<file path="config.mk">
export PLATFORM = sky130hd
export DESIGN_NAME = restador_flotante_seq
export DESIGN_NICKNAME = d
export VERILOG_FILES = /design/src/rtl/restador_flotante_seq.sv
export SDC_FILE = /design/constraint.sdc
export NUM_CORES = 1
export LEC_CHECK = 0
export BUFFER_PORTS_ARGS = -buffer_cell sky130_fd_sc_hd__buf_2
export CAP_MARGIN = 15
export CELL_PAD_IN_SITES_DETAIL_PLACEMENT = 1
export CELL_PAD_IN_SITES_GLOBAL_PLACEMENT = 2
export CORE_ASPECT_RATIO = 0.5
export CORE_UTILIZATION = 37
export CTS_CLUSTER_SIZE = 24
export DETAILED_ROUTE_END_ITERATION = 10
export PLACE_DENSITY_LB_ADDON = 0.1
export SLEW_MARGIN = 20
export SYNTH_ARGS = -nofsm -noshare
export SYNTH_HDL_FRONTEND = slang
export SYNTH_SLANG_ARGS = --single-unit
</file>
<file path="constraint.sdc">
create_clock -name clk -period 4.7 [get_ports clk]
set_input_delay 0.235 -clock clk [delete_from_list [all_inputs] [get_ports clk]]
set_output_delay 0.235 -clock clk [all_outputs]
set_load 0.05 [all_outputs]
</file>
<file path="src/rtl/restador_flotante_seq.sv">
// Multi-cycle floating-point subtractor, s = a - b.
// The datapath is iterative. It compares the operands, aligns them one bit
// per cycle, adds or subtracts them, and then normalizes one bit per cycle.
// Valid/ready semantics: a request is accepted on a rising edge where start=1
// and the FSM is in IDLE. busy stays high from the next cycle through DONE.
// done pulses for one cycle with s/ovf/unf valid. start is ignored while busy.
module restador_flotante_seq #(
  parameter int unsigned E = 8,
  parameter int unsigned M = 23
) (
  input  logic             clk,
  input  logic             rst_n,
  input  logic             start,
  input  logic [E+M:0]     a,
  input  logic [E+M:0]     b,
  output logic             busy,
  output logic             done,
  output logic [E+M:0]     s,
  output logic             ovf,
  output logic             unf,
  output logic [2:0]       dbg_state
);

  localparam int unsigned W  = E + M + 1;
  localparam int unsigned MW = M + 3;            // {carry, hidden, fraction, guard}
  localparam int unsigned KW = $clog2(M + 2);

  typedef enum logic [2:0] {
    S_IDLE  = 3'd0,
    S_CMP   = 3'd1,
    S_ALIGN = 3'd2,
    S_ARITH = 3'd3,
    S_NORM  = 3'd4,
    S_DONE  = 3'd5
  } state_t;

  state_t          state_q, state_d;
  logic [W-1:0]    a_q, a_d, b_q, b_d;
  logic            sign_q, sign_d;
  logic [E-1:0]    exp_q, exp_d;
  logic [MW-1:0]   big_q, big_d, small_q, small_d;
  logic [KW-1:0]   k_q, k_d;
  logic            eff_sub_q, eff_sub_d;
  logic [W-1:0]    s_q, s_d;
  logic            ovf_q, ovf_d, unf_q, unf_d;

  // Operand decode. A zero exponent means a zero operand, so its fraction is dropped.
  logic [E-1:0]    exp_a, exp_b, exp_l, exp_s, diff;
  logic [M-1:0]    frac_a, frac_b;
  logic [MW-1:0]   mant_a, mant_b, mant_l, mant_s;
  logic [E+M-1:0]  key_a, key_b;
  logic            a_ge_b, far, sign_l;
  logic [E:0]      exp_inc;

  assign exp_a  = a_q[W-2:M];
  assign exp_b  = b_q[W-2:M];
  assign frac_a = (exp_a == '0) ? '0 : a_q[M-1:0];
  assign frac_b = (exp_b == '0) ? '0 : b_q[M-1:0];
  assign mant_a = (exp_a == '0) ? '0 : {2'b01, frac_a, 1'b0};
  assign mant_b = (exp_b == '0) ? '0 : {2'b01, frac_b, 1'b0};
  assign key_a  = {exp_a, frac_a};
  assign key_b  = {exp_b, frac_b};
  assign a_ge_b = (key_a >= key_b);
  assign exp_l  = a_ge_b ? exp_a : exp_b;
  assign exp_s  = a_ge_b ? exp_b : exp_a;
  assign mant_l = a_ge_b ? mant_a : mant_b;
  assign mant_s = a_ge_b ? mant_b : mant_a;
  assign diff   = exp_l - exp_s;
  assign far    = (diff > E'(M + 1));
  // The subtrahend's sign is flipped, so a larger b gives the result ~sign_b.
  assign sign_l = a_ge_b ? a_q[W-1] : ~b_q[W-1];
  assign exp_inc = {1'b0, exp_q} + {{E{1'b0}}, 1'b1};

  // Next-state and datapath updates for the iterative subtractor.
  always_comb begin
    state_d   = state_q;
    a_d       = a_q;
    b_d       = b_q;
    sign_d    = sign_q;
    exp_d     = exp_q;
    big_d     = big_q;
    small_d   = small_q;
    k_d       = k_q;
    eff_sub_d = eff_sub_q;
    s_d       = s_q;
    ovf_d     = ovf_q;
    unf_d     = unf_q;
    case (state_q)
      S_IDLE: begin
        if (start) begin
          a_d     = a;
          b_d     = b;
          ovf_d   = 1'b0;
          unf_d   = 1'b0;
          state_d = S_CMP;
        end
      end
      S_CMP: begin
        sign_d    = sign_l;
        exp_d     = exp_l;
        big_d     = mant_l;
        eff_sub_d = (a_q[W-1] != ~b_q[W-1]);
        small_d   = far ? '0 : mant_s;
        k_d       = far ? '0 : diff[KW-1:0];
        state_d   = (!far && diff != '0) ? S_ALIGN : S_ARITH;
      end
      S_ALIGN: begin
        small_d = small_q >> 1;
        k_d     = k_q - KW'(1);
        if (k_q == KW'(1)) state_d = S_ARITH;
      end
      S_ARITH: begin
        big_d   = eff_sub_q ? (big_q - small_q) : (big_q + small_q);
        state_d = S_NORM;
      end
      S_NORM: begin
        if (big_q == '0) begin
          s_d     = '0;
          state_d = S_DONE;
        end else if (big_q[MW-1]) begin
          big_d = big_q >> 1;
          exp_d = exp_inc[E-1:0];
          if (exp_inc >= {1'b0, {E{1'b1}}}) begin
            ovf_d   = 1'b1;
            s_d     = {sign_q, {E{1'b1}}, {M{1'b0}}};
            state_d = S_DONE;
          end
        end else if (!big_q[MW-2]) begin
          big_d = big_q << 1;
          exp_d = exp_q - E'(1);
          if (exp_q <= E'(1)) begin
            unf_d   = 1'b1;
            s_d     = '0;
            state_d = S_DONE;
          end
        end else begin
          s_d     = {sign_q, exp_q, big_q[M:1]};
          state_d = S_DONE;
        end
      end
      S_DONE: state_d = S_IDLE;
      default: state_d = S_IDLE;
    endcase
  end

  // State and datapath registers. Reset aborts any operation in flight.
  always_ff @(posedge clk or negedge rst_n) begin
    if (!rst_n) begin
      state_q   <= S_IDLE;
      a_q       <= '0;
      b_q       <= '0;
      sign_q    <= 1'b0;
      exp_q     <= '0;
      big_q     <= '0;
      small_q   <= '0;
      k_q       <= '0;
      eff_sub_q <= 1'b0;
      s_q       <= '0;
      ovf_q     <= 1'b0;
      unf_q     <= 1'b0;
    end else begin
      state_q   <= state_d;
      a_q       <= a_d;
      b_q       <= b_d;
      sign_q    <= sign_d;
      exp_q     <= exp_d;
      big_q     <= big_d;
      small_q   <= small_d;
      k_q       <= k_d;
      eff_sub_q <= eff_sub_d;
      s_q       <= s_d;
      ovf_q     <= ovf_d;
      unf_q     <= unf_d;
    end
  end

  assign busy      = (state_q != S_IDLE);
  assign done      = (state_q == S_DONE);
  assign s         = s_q;
  assign ovf       = ovf_q;
  assign unf       = unf_q;
  assign dbg_state = state_q;

endmodule
</file>
# After elaboration in Yosys (flattened, before gate mapping)
# Index checks and enable logic that the tools add are counted.
[word_totals]
inputBits = 67
mem_bits_rw = 0
latch_bits = 0
output_inout_bits = 39
word_cells = 110
memories = 0
regBits = 168
romBits = 0
[classes]
n_addsub = 6
n_mul = 0
div = 0
bitwise = 1
eq_ne = 19
reduce_logical = 21
magnitude_cmp = 4
n_shift = 0
mux = 46
[op_table]
columns = ["operator", "count"]
rows = [
  ["$mux W25", 7],
  ["$mux W32", 5],
  ["$pmux W26 S3", 1],
  ["$mux W26", 2],
  ["$pmux W26 S2", 1],
  ["$mux W23", 2],
  ["$mux W8", 5],
  ["$ge A31 B31 Y1", 1],
  ["$add A26 B26 Y26", 1],
  ["$logic_not A26 Y1", 1],
  ["$sub A26 B26 Y26", 1],
  ["$mux W3", 7],
  ["$logic_not A8 Y1", 2],
  ["$ne A2 B2 Y1 const B", 8],
  ["$pmux W8 S2", 1],
  ["$pmux W3 S5", 1],
  ["$mux W1", 10],
  ["$pmux W5 S2", 1],
  ["$add A8 B1 Y9 const B", 1],
  ["$ge A9 B8 Y1 const B", 1],
  ["$reduce_and A3 Y1", 3],
  ["$gt A8 B5 Y1 const B", 1],
  ["$le A8 B1 Y1 const B", 1],
  ["$reduce_bool A8 Y1", 1],
  ["25 further kinds", 32],
]

# Logic depth before layout (Yosys ltp)
[depth]
ltp_word = 10
depth_mapped = 20
ltp_nobuf = 20

# Worst setup path after synthesis
# OpenSTA, ideal clock, no wires.
[synth_path]
kind = "reg-to-reg"
from = "reg b_q[23]"
to = "reg k_q[1]"
slack_ns = 0.777
stages_incl_launch_ff = 19
setup_time_ns = 0.086
t_arrival_ns = 3.838
synth_period_minus_slack_ns = 3.923
path_buffers = 4
required_time_ns = 4.614
cell_sequence = "dfrtp_1 -> nor4_1 -> nand2_1 -> clkbuf_1 -> clkbuf_1 -> nand2_1 -> ha_1 -> a41oi_2 -> o21ai_0 -> a221oi_2 -> nand2_1 -> or2_1 -> buf_4 -> mux2i_2 -> nor2_1 -> o41ai_2 -> nand4b_4 -> buf_6 -> o221ai_2"
[synth_between]
elab_chain_cells = 8
elab_cells_between_ends = 9
cone_classes = "add/sub (1); order compare (2); mux (5); reduce/logical (1)"
[synth_rtl]
columns = ["item", "line_no", "source"]
rows = [
  ["start, declared", "38", "logic [W-1:0] a_q, a_d, b_q, b_d;"],
  ["start signal, assigned", "151", "b_q <= '0;"],
  ["start signal, assigned", "164", "b_q <= b_d;"],
  ["$logic_not A8 Y1", "58", "assign frac_b = (exp_b == '0) ? '0 : b_q[M-1:0];"],
  ["$mux W23", "58", ""],
  ["$ge A31 B31 Y1", "63", "assign a_ge_b = (key_a >= key_b);"],
  ["$mux W8 (on tied branches)", "64, 65", ""],
  ["$sub A8 B8 Y8 (*)", "68", "assign diff = exp_l - exp_s;"],
  ["$gt A8 B5 Y1", "69", "assign far = (diff > E'(M + 1));"],
  ["$mux W5 (*)", "104", "k_d = far ? '0 : diff[KW-1:0];"],
  ["$pmux W5 S2 (*)", "88", "case (state_q)"],
  ["end signal, assigned", "169", "k_q <= k_d;"],
  ["end, declared", "42", "logic [KW-1:0] k_q, k_d;"],
]
# Every way passes the cells marked *; elsewhere a longest branch is shown, timed or not.
# A chain may end at the register's enable or synchronous reset.

# Worst setup path after layout
[layout_path]
from = "reg a_q[28]"
to = "reg k_q[2]"
[layout_between]
elab_chain_cells = 8
elab_cells_between_ends = 9
cone_classes = "add/sub (1); order compare (2); mux (5); reduce/logical (1)"
[layout_rtl]
columns = ["item", "line_no", "source"]
rows = [
  ["start, declared", "38", ""],
  ["start signal, assigned", "150", "a_q <= '0;"],
  ["start signal, assigned", "163", "a_q <= a_d;"],
  ["$logic_not A8 Y1", "57", "assign frac_a = (exp_a == '0) ? '0 : a_q[M-1:0];"],
  ["$mux W23", "57", ""],
  ["$ge A31 B31 Y1", "63", ""],
  ["$mux W8 (on tied branches)", "64, 65", ""],
  ["$sub A8 B8 Y8 (*)", "68", ""],
  ["$gt A8 B5 Y1", "69", ""],
  ["$mux W5 (*)", "104", ""],
  ["$pmux W5 S2 (*)", "88", ""],
]
# Marks and branches as above.

==> impl_metrics.json <==
{
  "run_status": "complete, no violations",
  "h-tree-depth": 4,
  "yosys.area.top_type_share": 0.378,
  "cts.path.max_buffers": 2,
  "initial_antenna_violation_count": 1,
  "place_hpwl_um": 29000,
  "critPathCaptureType": "register",
  "die_height_um": 124,
  "synth.yosys.warnings": 0,
  "timing.clock.skew_ns": 0.0156,
  "synth_top_cell_by_area": "dfrtp_1",
  "gp_routability_congestion": 0.843,
  "area_overhead_vs_synth_pct": 16.8,
  "routed-via-count": 9985,
  "layout_worst_path_cycle_share": 0.946,
  "layout_nets": 1500,
  "grt_pass1_wl_um": 59400,
  "cp.required_ns": 5.06,
  "pin_count_of_the_biggest_net_entering_global_routing": 82,
  "ys_flop_type": "dfrtp_1",
  "clock-root-buffer": "clkbuf_16",
  "antenna_cells_inserted": 0,
  "number_of_drc_markers_in_iteration_0": 615,
  "drtAntennaViolNets": 0,
  "synth_nets": 1395,
  "tritoncts_num_sinks": 167,
  "synthesis.instances": 1264,
  "clk-insertion-delay-late_ns": 0.45,
  "worstPathBufferInverterCount": 2,
  "routed_wire_length_um": 38200,
  "dr.pass1.iters": 5,
  "worstPathArrival_ns": 4.80,
  "worst_path_largest_cell_delay_ns": 0.51,
  "cts_tree": "built",
  "setup_repair_after_global_routing_missed_its_margin": "yes",
  "timing_hold_violations_final": 0,
  "setup.worst_path.class": "register to register",
  "synth_sequential_area_ratio": 0.378,
  "io-pin-count": 106,
  "die_width_um": 247,
  "yosysMostFrequentCell": "nand2_1",
  "finalSetupViolCount": 0,
  "non_filler_instance_count_after_layout": 1773,
  "synth_enable_flop_cells": 0,
  "synth.lib_cells_used.distinct": 79,
  "tightest_slew_ns": 0.964,
  "wl_per_cell_um": 21.5,
  "min-delay-path-class": "primary input to register",
  "critPathMaxFanout": 28,
  "die_area_sq_mm": 0.0306,
  "portBuffers": 105,
  "number_of_buffers_inserted_during_clock_tree_synthesis": 17,
  "groute.usage.overall": 0.256,
  "via_count_of_the_first_global_routing_pass": 9848,
  "cp_cell_sequence": "nor4_1, nand2_1, buf_4, and2_1, ha_1, a41oi_2, o21ai_0, a221oi_2, nand2_1, o21ai_2, nor2_1, o21ai_0, nand2_1, o41ai_4, nand4b_4, buf_12, o221ai_1",
  "drc": 0,
  "ys_ff_latch": 167,
  "cts_post_setup_buffers_inserted": 0,
  "worstSetupStartpointType": "register",
  "floorplan.rows": 44,
  "worst_slew_margin_rel": 0.357,
  "placedCellCount": 1719,
  "critPathTopFamily": "compound AO/OA/AOI/OAI gates",
  "netlist_top_cells_area": "dfrtp_1 (38%), ha_1 (7.1%), mux2_2 (5.7%), nand2_1 (5.7%), o21ai_0 (4.7%)",
  "post_synth_top_cells": "nand2_1 (168), dfrtp_1 (167), nor2_1 (113), o21ai_0 (104), a21oi_1 (99)",
  "asyncSetResetFlopFracSynth": 1.00,
  "synth.cell_area_sq_mm": 0.0111,
  "slew_violations": 0,
  "critical-path-slowest-cell": "o41ai_4",
  "num-fill-cells": 3452,
  "via_per_inst": 5.63,
  "post_route_cells_drive_above_1_share": 0.193,
  "crit_path_frequent_cell": "nand2_1",
  "design.core.area_sq_mm": 0.0292,
  "clk_pin_slew_ns": 0.07,
  "starting_density": 0.379,
  "synth.avg_cell_area_sq_um": 8.75,
  "drv.max_cap_violation_count": 0,
  "globalRouteOverflowTotal": 0,
  "final.min_clock_period_ns": 4.45,
  "timing.fmax_ghz": 0.225
}
==> layer usage <==
metal | GRT usage | wire [um] | up-vias
met3 | 0.0465 | 2100 | 23
met1 | 0.433 | 21500 | 4936
met4 | 0.0458 | 280 | 0
li1 | - | - | 4780
met5 | 0 | 0 | -
met2 | 0.324 | 14300 | 246
==> per-stage QoR <==
step	util	hold WS [ns]	setup WS, ns	TNS (ns)	instance area [sq um]
after global routing	0.443	0.00926	-0.0103	-0.0103	12900
after global placement	0.414	0.347	0.153	0	12100
after floorplan	-	-0.0606	0.777	0	11100
final	0.443	0.0195	0.255	0	12900
after detailed placement	0.414	0.350	0.0345	0	12100
after CTS	0.442	0.000282	0.00588	0	12900
==> sequential cells by signal (all words and copies together), names as in the netlist <==
register	cells
k_q	5
s	32
exp_q	8
b_q	32
a_q	32
sign_q	1
big_q	26
small_q	25
unf	1
dbg_state	3
ovf	1
eff_sub_q	1
==> cells in the final DEF, fill, tap and decap left out, drive strengths merged, types with 17 or more instances in the layout <==
| cell | n |
|---|---|
| nand2 | 169 |
| dfrtp | 167 |
| buf | 138 |
| o21ai | 122 |
| nor2 | 113 |
| a21oi | 99 |
| ha | 63 |
| mux2 | 57 |
| xnor2 | 45 |
| inv | 38 |
| a22oi | 30 |
| and2 | 28 |
| a31oi | 23 |
| dlygate4sd3 | 22 |
| nand3 | 19 |
| clkbuf | 19 |
| nor3 | 17 |
==> area by class of cell <==
class / count / area (sq um) / share of cell area
Tap cell: 391 / 489 / 0.0379
Clock inverter: 13 / 145 / 0.0112
Inverter: 36 / 135 / 0.0105
Clock buffer: 19 / 453 / 0.0351
Multi-Input combinational cell: 987 / 6490 / 0.503
Sequential cell: 167 / 4180 / 0.323
Timing Repair Buffer: 160 / 1020 / 0.0793
==> repair_timing <==
item                                    4_1_cts  5_1_grt
endpoints found under the setup margin        0       30
hold endpoints to repair                    100        0
resized for setup                             0        5
hold buffers                                 22        0
==> worst paths after layout <==
path	startpoint	to	slack, ns	cells after the start
worst max-delay path	a_q[28]	k_q[2]	0.25	17
worst min-delay path	a[25]	a_q[25]	0.02	2
worst max register to register	a_q[28]	k_q[2]	0.25	17
worst min register to register	s[1]	s[1]	0.47	2
max in group asynchronous	rst_n	exp_q[7]	3.14	3
min in group asynchronous	rst_n	s[24]	0.37	2
==> cell families (layout without fill, tap and decap cells) <==
kind of cell	Yosys count	count (layout)	synth area share
flops	167	167	0.378
fa+ha+maj	64	64	0.0731
buf+inv	110	228	0.0400
simple gates	416	416	0.172
compound gates	389	389	0.229
mux	63	63	0.0638
xor+xnor	55	55	0.0435
Power is not shown: default switching activity piles up to over one toggle a cycle in this logic, so the estimate is an artifact.
